==> src/rtl/readout_scan_ctrl.sv <==
// readout_scan_ctrl: scan sequencer for the READOUT counter datapath. Steps through the
// enabled ring oscillators, times clear/measure windows and presents captured counts.
`default_nettype none

module readout_scan_ctrl #(
   parameter int CNT_W      = 18,
   parameter int CLR_CYCLES = 4,
   parameter int WIN_BASE   = 16,
   parameter int WIN_W      = 12
) (
   input  logic             CLK_REF_IN,
   input  logic             RESET,
   input  logic             START,
   input  logic             CONTINUOUS,
   input  logic [3:0]       CH_MASK,
   input  logic [2:0]       SAMPLE_SEL_CFG,
   input  logic [4:0]       TOTAL_CFG,
   input  logic             STOP,
   input  logic [CNT_W-1:0] CNT_1,
   input  logic [CNT_W-1:0] CNT_2,
   output logic             RO_RESET,
   output logic [1:0]       CLK_RO_SEL,
   output logic [2:0]       SAMPLE_SEL,
   output logic [4:0]       TOTAL,
   output logic             RES_VALID,
   input  logic             RES_READY,
   output logic [1:0]       RES_CH,
   output logic [CNT_W-1:0] RES_CNT_1,
   output logic [CNT_W-1:0] RES_CNT_2,
   output logic             BUSY,
   output logic             OVF
);

   typedef enum logic [2:0] {
      S_IDLE    = 3'd0,
      S_CLEAR   = 3'd1,
      S_MEASURE = 3'd2,
      S_CAPTURE = 3'd3,
      S_PRESENT = 3'd4
   } state_t;

   localparam logic [WIN_W-1:0] CLR_LAST = WIN_W'(CLR_CYCLES - 1);
   localparam logic [WIN_W-1:0] WIN_UNIT = WIN_W'(WIN_BASE);

   state_t           state;
   logic [3:0]       mask_q;
   logic             cont_q;
   logic             stop_pend;
   logic [WIN_W-1:0] timer;

   logic [1:0]       start_ch;
   logic [1:0]       wrap_ch;
   logic [1:0]       next_ch;
   logic             next_found;
   logic [WIN_W-1:0] win_last;
   logic             stop_now;
   logic             end_scan;

   // Lowest set bit of the incoming mask: first channel of a new scan.
   always_comb begin
      start_ch = 2'd0;
      for (int i = 3; i >= 0; i--) begin
         if (CH_MASK[i]) start_ch = 2'(i);
      end
   end

   // Next enabled channel above the current one, plus the wrap target.
   always_comb begin
      wrap_ch    = 2'd0;
      next_ch    = 2'd0;
      next_found = 1'b0;
      for (int i = 3; i >= 0; i--) begin
         if (mask_q[i]) begin
            wrap_ch = 2'(i);
            if (i > int'(CLK_RO_SEL)) begin
               next_ch    = 2'(i);
               next_found = 1'b1;
            end
         end
      end
   end

   assign win_last = (WIN_UNIT << SAMPLE_SEL) - WIN_W'(1);
   assign stop_now = stop_pend | STOP;
   assign end_scan = stop_now | (~next_found & ~cont_q);

   always_ff @(posedge CLK_REF_IN) begin
      if (!RESET) begin
         state      <= S_IDLE;
         mask_q     <= 4'd0;
         cont_q     <= 1'b0;
         stop_pend  <= 1'b0;
         timer      <= '0;
         RO_RESET   <= 1'b0;
         CLK_RO_SEL <= 2'd0;
         SAMPLE_SEL <= 3'd0;
         TOTAL      <= 5'd0;
         RES_VALID  <= 1'b0;
         RES_CH     <= 2'd0;
         RES_CNT_1  <= '0;
         RES_CNT_2  <= '0;
         BUSY       <= 1'b0;
         OVF        <= 1'b0;
      end else begin
         if (state != S_IDLE && STOP) stop_pend <= 1'b1;

         case (state)
            S_IDLE: begin
               RO_RESET  <= 1'b0;
               stop_pend <= 1'b0;
               if (START && CH_MASK != 4'd0) begin
                  mask_q     <= CH_MASK;
                  cont_q     <= CONTINUOUS;
                  SAMPLE_SEL <= SAMPLE_SEL_CFG;
                  TOTAL      <= TOTAL_CFG;
                  OVF        <= 1'b0;
                  CLK_RO_SEL <= start_ch;
                  timer      <= CLR_LAST;
                  BUSY       <= 1'b1;
                  state      <= S_CLEAR;
               end
            end

            S_CLEAR: begin
               if (timer == '0) begin
                  RO_RESET <= 1'b1;
                  timer    <= win_last;
                  state    <= S_MEASURE;
               end else begin
                  timer <= timer - WIN_W'(1);
               end
            end

            S_MEASURE: begin
               if (timer == '0) state <= S_CAPTURE;
               else             timer <= timer - WIN_W'(1);
            end

            S_CAPTURE: begin
               RES_CNT_1 <= CNT_1;
               RES_CNT_2 <= CNT_2;
               RES_CH    <= CLK_RO_SEL;
               RES_VALID <= 1'b1;
               if ((&CNT_1) || (&CNT_2)) OVF <= 1'b1;
               state <= S_PRESENT;
            end

            S_PRESENT: begin
               if (RES_READY) begin
                  RES_VALID <= 1'b0;
                  RO_RESET  <= 1'b0;
                  if (end_scan) begin
                     BUSY      <= 1'b0;
                     stop_pend <= 1'b0;
                     state     <= S_IDLE;
                  end else begin
                     // Single-bit masks land here via wrap_ch and repeat the same channel.
                     CLK_RO_SEL <= next_found ? next_ch : wrap_ch;
                     timer      <= CLR_LAST;
                     state      <= S_CLEAR;
                  end
               end
            end

            default: begin
               RO_RESET  <= 1'b0;
               RES_VALID <= 1'b0;
               BUSY      <= 1'b0;
               stop_pend <= 1'b0;
               state     <= S_IDLE;
            end
         endcase
      end
   end

endmodule

`default_nettype wire

==> config.mk <==
export PLATFORM = sky130hd
export DESIGN_NAME = readout_scan_ctrl
export DESIGN_NICKNAME = d
export VERILOG_FILES = /design/src/rtl/readout_scan_ctrl.sv
export SDC_FILE = /design/constraint.sdc
export NUM_CORES = 1
export LEC_CHECK = 0
export CAP_MARGIN = 40
export CELL_PAD_IN_SITES_DETAIL_PLACEMENT = 0
export CELL_PAD_IN_SITES_GLOBAL_PLACEMENT = 1
export CORE_MARGIN = 2
export CORE_UTILIZATION = 45
export CTS_CLUSTER_DIAMETER = 200
export DETAILED_ROUTE_END_ITERATION = 12
export DONT_BUFFER_PORTS = 1
export GPL_TIMING_DRIVEN = 0
export PLACE_DENSITY = 0.89
export SETUP_SLACK_MARGIN = 0.1
export SYNTH_ARGS = -nofsm -noshare
export SYNTH_HDL_FRONTEND = slang
export SYNTH_SLANG_ARGS = --single-unit
==> constraint.sdc <==
create_clock -name CLK_REF_IN -period 3.1 [get_ports CLK_REF_IN]
set_input_delay 0.62 -clock CLK_REF_IN [delete_from_list [all_inputs] [get_ports CLK_REF_IN]]
set_output_delay 0.62 -clock CLK_REF_IN [all_outputs]
set_load 0.01 [all_outputs]
---- Word level (Yosys, flattened, before mapping) ----
Cells that the tools add are included.
operators by class
  $lt $le $gt $ge ......................... 3
  $mul .................................... 0
  reductions and logical operators ........ 23
  add/sub/neg operators ................... 2
  eq/ne operators ......................... 12
  bitwise gates (word level) .............. 8
  shift operators ......................... 1
  divide/modulo/power cells ............... 0
  multiplexer cells ....................... 52
operator list
  cell                                                                   number
  12-bit two-way mux                                                     5
  12-bit case mux with 4 select lines                                    1
  2-bit two-way mux                                                      18
  18-bit AND reduction                                                   2
  12-bit by 1-bit subtractor with 12-bit output (second input constant)  2
  1-bit two-way mux                                                      17
  2-bit != test (second input constant)                                  8
  3-bit case mux with 5 select lines                                     1
  12-bit logical NOT                                                     1
  3-bit two-way mux                                                      4
  4-bit AND reduction                                                    3
  5-bit by 3-bit << shifter with 12-bit output (first input constant)    1
  1-bit case mux with 3 select lines                                     3
  4-bit nonzero test                                                     2
  3-bit by 2-bit == test with 1-bit output (second input constant)       2
  3-bit AND reduction                                                    2
  3-bit OR reduction                                                     2
  1-bit NOT                                                              5
  5-bit AND reduction                                                    1
  2-bit greater-than comparator (first input constant)                   2
  1-bit case mux with 2 select lines                                     2
  2-bit case mux with 2 select lines                                     1
  2-bit AND reduction                                                    2
  2-bit nonzero test                                                     2
  10 further kinds                                                       12
word-level totals
  latch bits .............................. 0
  memories kept ........................... 0
  memory bits (writable) .................. 0
  output and inout port bits .............. 52
  bits in read-only memories .............. 0
  input port bits ......................... 54
  register bits ........................... 73
  word-level logic and storage cells ...... 116

---- Depth between registers and ports, before layout ----
  word-level depth ........................ 13
  gate-level depth with buffers ........... 9
  gate-level depth less buffers ........... 8

---- Worst setup path before layout ----
Ideal clock, no wire load.
  path kind ............................... reg2reg
  start point ............................. register timer[0]
  end point ............................... register timer[10]
  cell stages (with the launch flop) ...... 9
  slack ................................... 0.990 ns
  setup time .............................. 0.070 ns
  arrival ................................. 2.040 ns
  period minus slack after synthesis ...... 2.110 ns
  path through ............................ dfxtp_1 > inv_1 > ha_1 > or4b_4 > or3_4 > nor3_4 > nand4_1 > a21o_1 > a21boi_1
on the way
  longest elaborated chain between the ends .. 3
ends and longest elaborated chain
  what                                                                                 line  source
  from (decl)                                                                          49    logic [WIN_W-1:0] timer;
  from (signal assigned)                                                               127   timer <= win_last;
  from (signal assigned)                                                               130   timer <= timer - WIN_W'(1);
  from (signal assigned)                                                               136   else timer <= timer - WIN_W'(1);
  12-bit by 1-bit subtractor with 12-bit output or 12-bit logical NOT (tied branches)  -
  12-bit two-way mux, or another cell as far along                                     135   if (timer == '0) state <= S_CAPTURE;
  12-bit case mux with 4 select lines or 5-bit AND reduction (tied branches)           -
Several ways; a longest one is shown, not always the timed one. The select of a mux whose other input is x is not followed.
A chain may end at the register's enable or synchronous reset.

---- Worst setup path in the final report ----
  start point ............................. register timer[0]
  end point ............................... register timer[5]
The elaborated chain is that of the path after synthesis.

==> flow_summary.json <==
{
  "cts_resized": 0,
  "drv_slew": 0,
  "pwr_density_cell_nw_per_um2": 631,
  "synth-seq-cells": 73,
  "drt_iter0_drc": 120,
  "area_growth_pct": 9.26,
  "p_leak_uw": 0.00127,
  "grt_max_degree": 15,
  "hold_viol": 0,
  "worstPathArrival_ns": 2.72,
  "final_common_cell": "nand2_1",
  "grt_pass1_vias": 2830,
  "cts_buffers": 9,
  "hpwl_mm": 6.23,
  "finalSetupViolCount": 0,
  "start_util_pct": 46.6,
  "syn_nets": 467,
  "synth.avg_cell_area_sq_um": 8.20,
  "synth_edf_count": 0,
  "wl_per_cell_microns": 15.9,
  "relSlewSlack_pct": 54.2,
  "clk_path_buf_depth": 2,
  "path_class": "reg2reg",
  "synth_top_area_share_pct": 43.3,
  "antenna_found_initial": 0,
  "diodes": 0,
  "routabilityCongestion": 0.802,
  "r2r_setup_slack_ns": 0.67,
  "reg2regPathDepth": 9,
  "fmax_mhz": 412,
  "synthCells": 412,
  "io_buffers": 0,
  "yosys_warnings": 0,
  "cts_tree": "built",
  "min_path_cells": 2,
  "critPathBufInv": 2,
  "fin_nets": 478,
  "synth_area_leaders": "dfxtp_1 (43%), nand2_1 (10%), a21boi_0 (9.8%)",
  "clock-sinks": 73,
  "dp_cells": 511,
  "synthFlopType": "dfxtp_1",
  "cp-start-kind": "flop",
  "drt_pass1_iterations": 5,
  "worstPathCellList": "inv_1 > ha_1 > or4b_4 > nor3_2 > o31a_1 > o21ai_0 > buf_2 > a21boi_0 > o21a_1",
  "ys_types": 50,
  "yosysTopAreaCell": "dfxtp_1",
  "cts-htree-levels": 3,
  "total_power_uw": 2330,
  "root_buffer": "clkbuf_8",
  "clkSlewWorstSetupHoldPaths_ns": 0.10,
  "cp_top_family": "simple AND/OR/NAND/NOR gates",
  "fin_skew_ns": 0.0200,
  "cts_hold_buf": 0,
  "tightest_slew_ns": 0.688,
  "grt_overflow": 0,
  "status": "finished, final reports clean",
  "grt_usage_pct": 20.5,
  "path_depth": 9,
  "fin_tns_setup_ns": 0,
  "layout.cells.non_filler": 527,
  "crit_path_max_incr_delay_ns": 0.52,
  "worst_setup_path_end_kind": "flop",
  "vias_per_cell": 5.47,
  "cts_setup_buffers": 0,
  "cp.required_ns": 3.40,
  "drc_errors": 0,
  "maxCapViolations": 0,
  "min_path_type": "in2reg",
  "dieArea_sq_um": 8210,
  "rsz0062_at_grt": "no",
  "synth_area_sq_um": 3380,
  "clock_latency_ns": 0.36,
  "rows": 31,
  "coreArea_sq_um": 7250,
  "drive_gt1_share_pct": 6.54,
  "final_core_util_pct": 50.9,
  "die_x_microns": 90.6,
  "ir_drop_mv": 0.255,
  "routed_wl_mm": 8.40,
  "layout_common_cells": "nand2_1 (94), dfxtp_1 (73), a21boi_0 (44), nor2_1 (25), clkbuf_1 (21)",
  "ant_nets": 0,
  "crit_fanout": 10,
  "synthArstFlopShare_pct": 0,
  "min_period_over_period_pct": 78.3,
  "die_y_microns": 90.6,
  "pin_count": 106,
  "num-fill-cells": 724,
  "cp_slowest_cell": "or4b_4",
  "grt_first_pass_wirelength_mm": 13.6,
  "synth_seq_area_share_pct": 43.3,
  "fin_crit_ns": 2.43,
  "vias": 2885
}
## per-stage QoR
step / hold WS, ns / instance area (sq um) / setup slack [ns]
floorplan: 0.432 / 3380 / 0.990
global placement: 0.453 / 3500 / 0.733
detailed placement: 0.464 / 3500 / 0.699
CTS: 0.389 / 3690 / 0.674
global route: 0.396 / 3690 / 0.448
finish: 0.386 / 3690 / 0.672
## state kept, by name (all words and copies together) (netlist names)
register,flops
RES_CNT_1,18
RES_CNT_2,18
timer,12
TOTAL,5
mask_q,4
SAMPLE_SEL,3
state,3
CLK_RO_SEL,2
RES_CH,2
BUSY,1
OVF,1
RES_VALID,1
RO_RESET,1
cont_q,1
stop_pend,1
## kinds of logic (layout without fill, tap and decap cells)
kind of cell / count (synthesis) / count (layout) / share of synthesized area (%)
buf+inv: 32 / 48 / 3.74
mux: 12 / 12 / 3.56
flops: 73 / 73 / 43.3
simple gates: 180 / 180 / 25.6
compound gates: 113 / 113 / 23.2
fa+ha+maj: 1 / 1 / 0.370
xor+xnor: 1 / 1 / 0.259
## final cells by class
class | count | area, sq um | area share [%]
clock inverter | 6 | 51.3 | 1.39
multi-input combinational | 307 | 1790 | 48.5
inverter | 7 | 26.3 | 0.712
tap | 99 | 124 | 3.36
buffer | 25 | 100 | 2.71
sequential | 73 | 1460 | 39.6
clock buffer | 10 | 138 | 3.73
## final timing paths
path                                start       endpoint
worst max-delay path             timer[0]       timer[5]
worst min-delay path            CNT_2[11]  RES_CNT_2[11]
worst max register to register   timer[0]       timer[5]
worst min register to register  timer[11]      timer[11]
## cells in the mapped netlist, types with 2 or more instances
| cell | instances |
|---|---|
| a21boi_0 | 44 |
| inv_1 | 7 |
| or2_2 | 4 |
| o21a_1 | 7 |
| o21ai_0 | 18 |
| or4_1 | 4 |
| nor2b_1 | 15 |
| dfxtp_1 | 73 |
| nand4_1 | 10 |
| o211a_1 | 3 |
| nor3_1 | 5 |
| a221oi_1 | 2 |
| o31ai_1 | 3 |
| mux2i_1 | 12 |
| clkbuf_1 | 21 |
| nand2_1 | 94 |
| o31a_1 | 2 |
| nand3_1 | 2 |
| buf_2 | 2 |
| a21oi_1 | 16 |
| o22ai_1 | 2 |
| nor2_1 | 25 |
| and3b_1 | 2 |
| and2_1 | 3 |
| a21o_1 | 3 |
| nor3b_1 | 2 |
| a31oi_1 | 3 |
| nand2b_1 | 6 |
## per-layer routing
metal	track usage, %	up-vias	part of all wire [%]
met5	0	-	0
met4	8.72	0	1.8
met2	33.6	86	46
li1	-	1456	-
met1	25.5	1330	45
met3	5.51	13	7.1
## power breakdown
part | internal [uW] | switching (uW)
registers | 1000 | 77.7
clock network | 322 | 385
logic | 225 | 313
## worst register-to-register path, cell delays in order, from the launching register on
cell and delay [ns]:
dfxtp_1 0.35, inv_1 0.07, ha_1 0.20, or4b_4 0.52
nor3_2 0.33, o31a_1 0.20, o21ai_0 0.15, buf_2 0.25
a21boi_0 0.17, o21a_1 0.12
No activity file was read; power rests on OpenSTA's default activity.
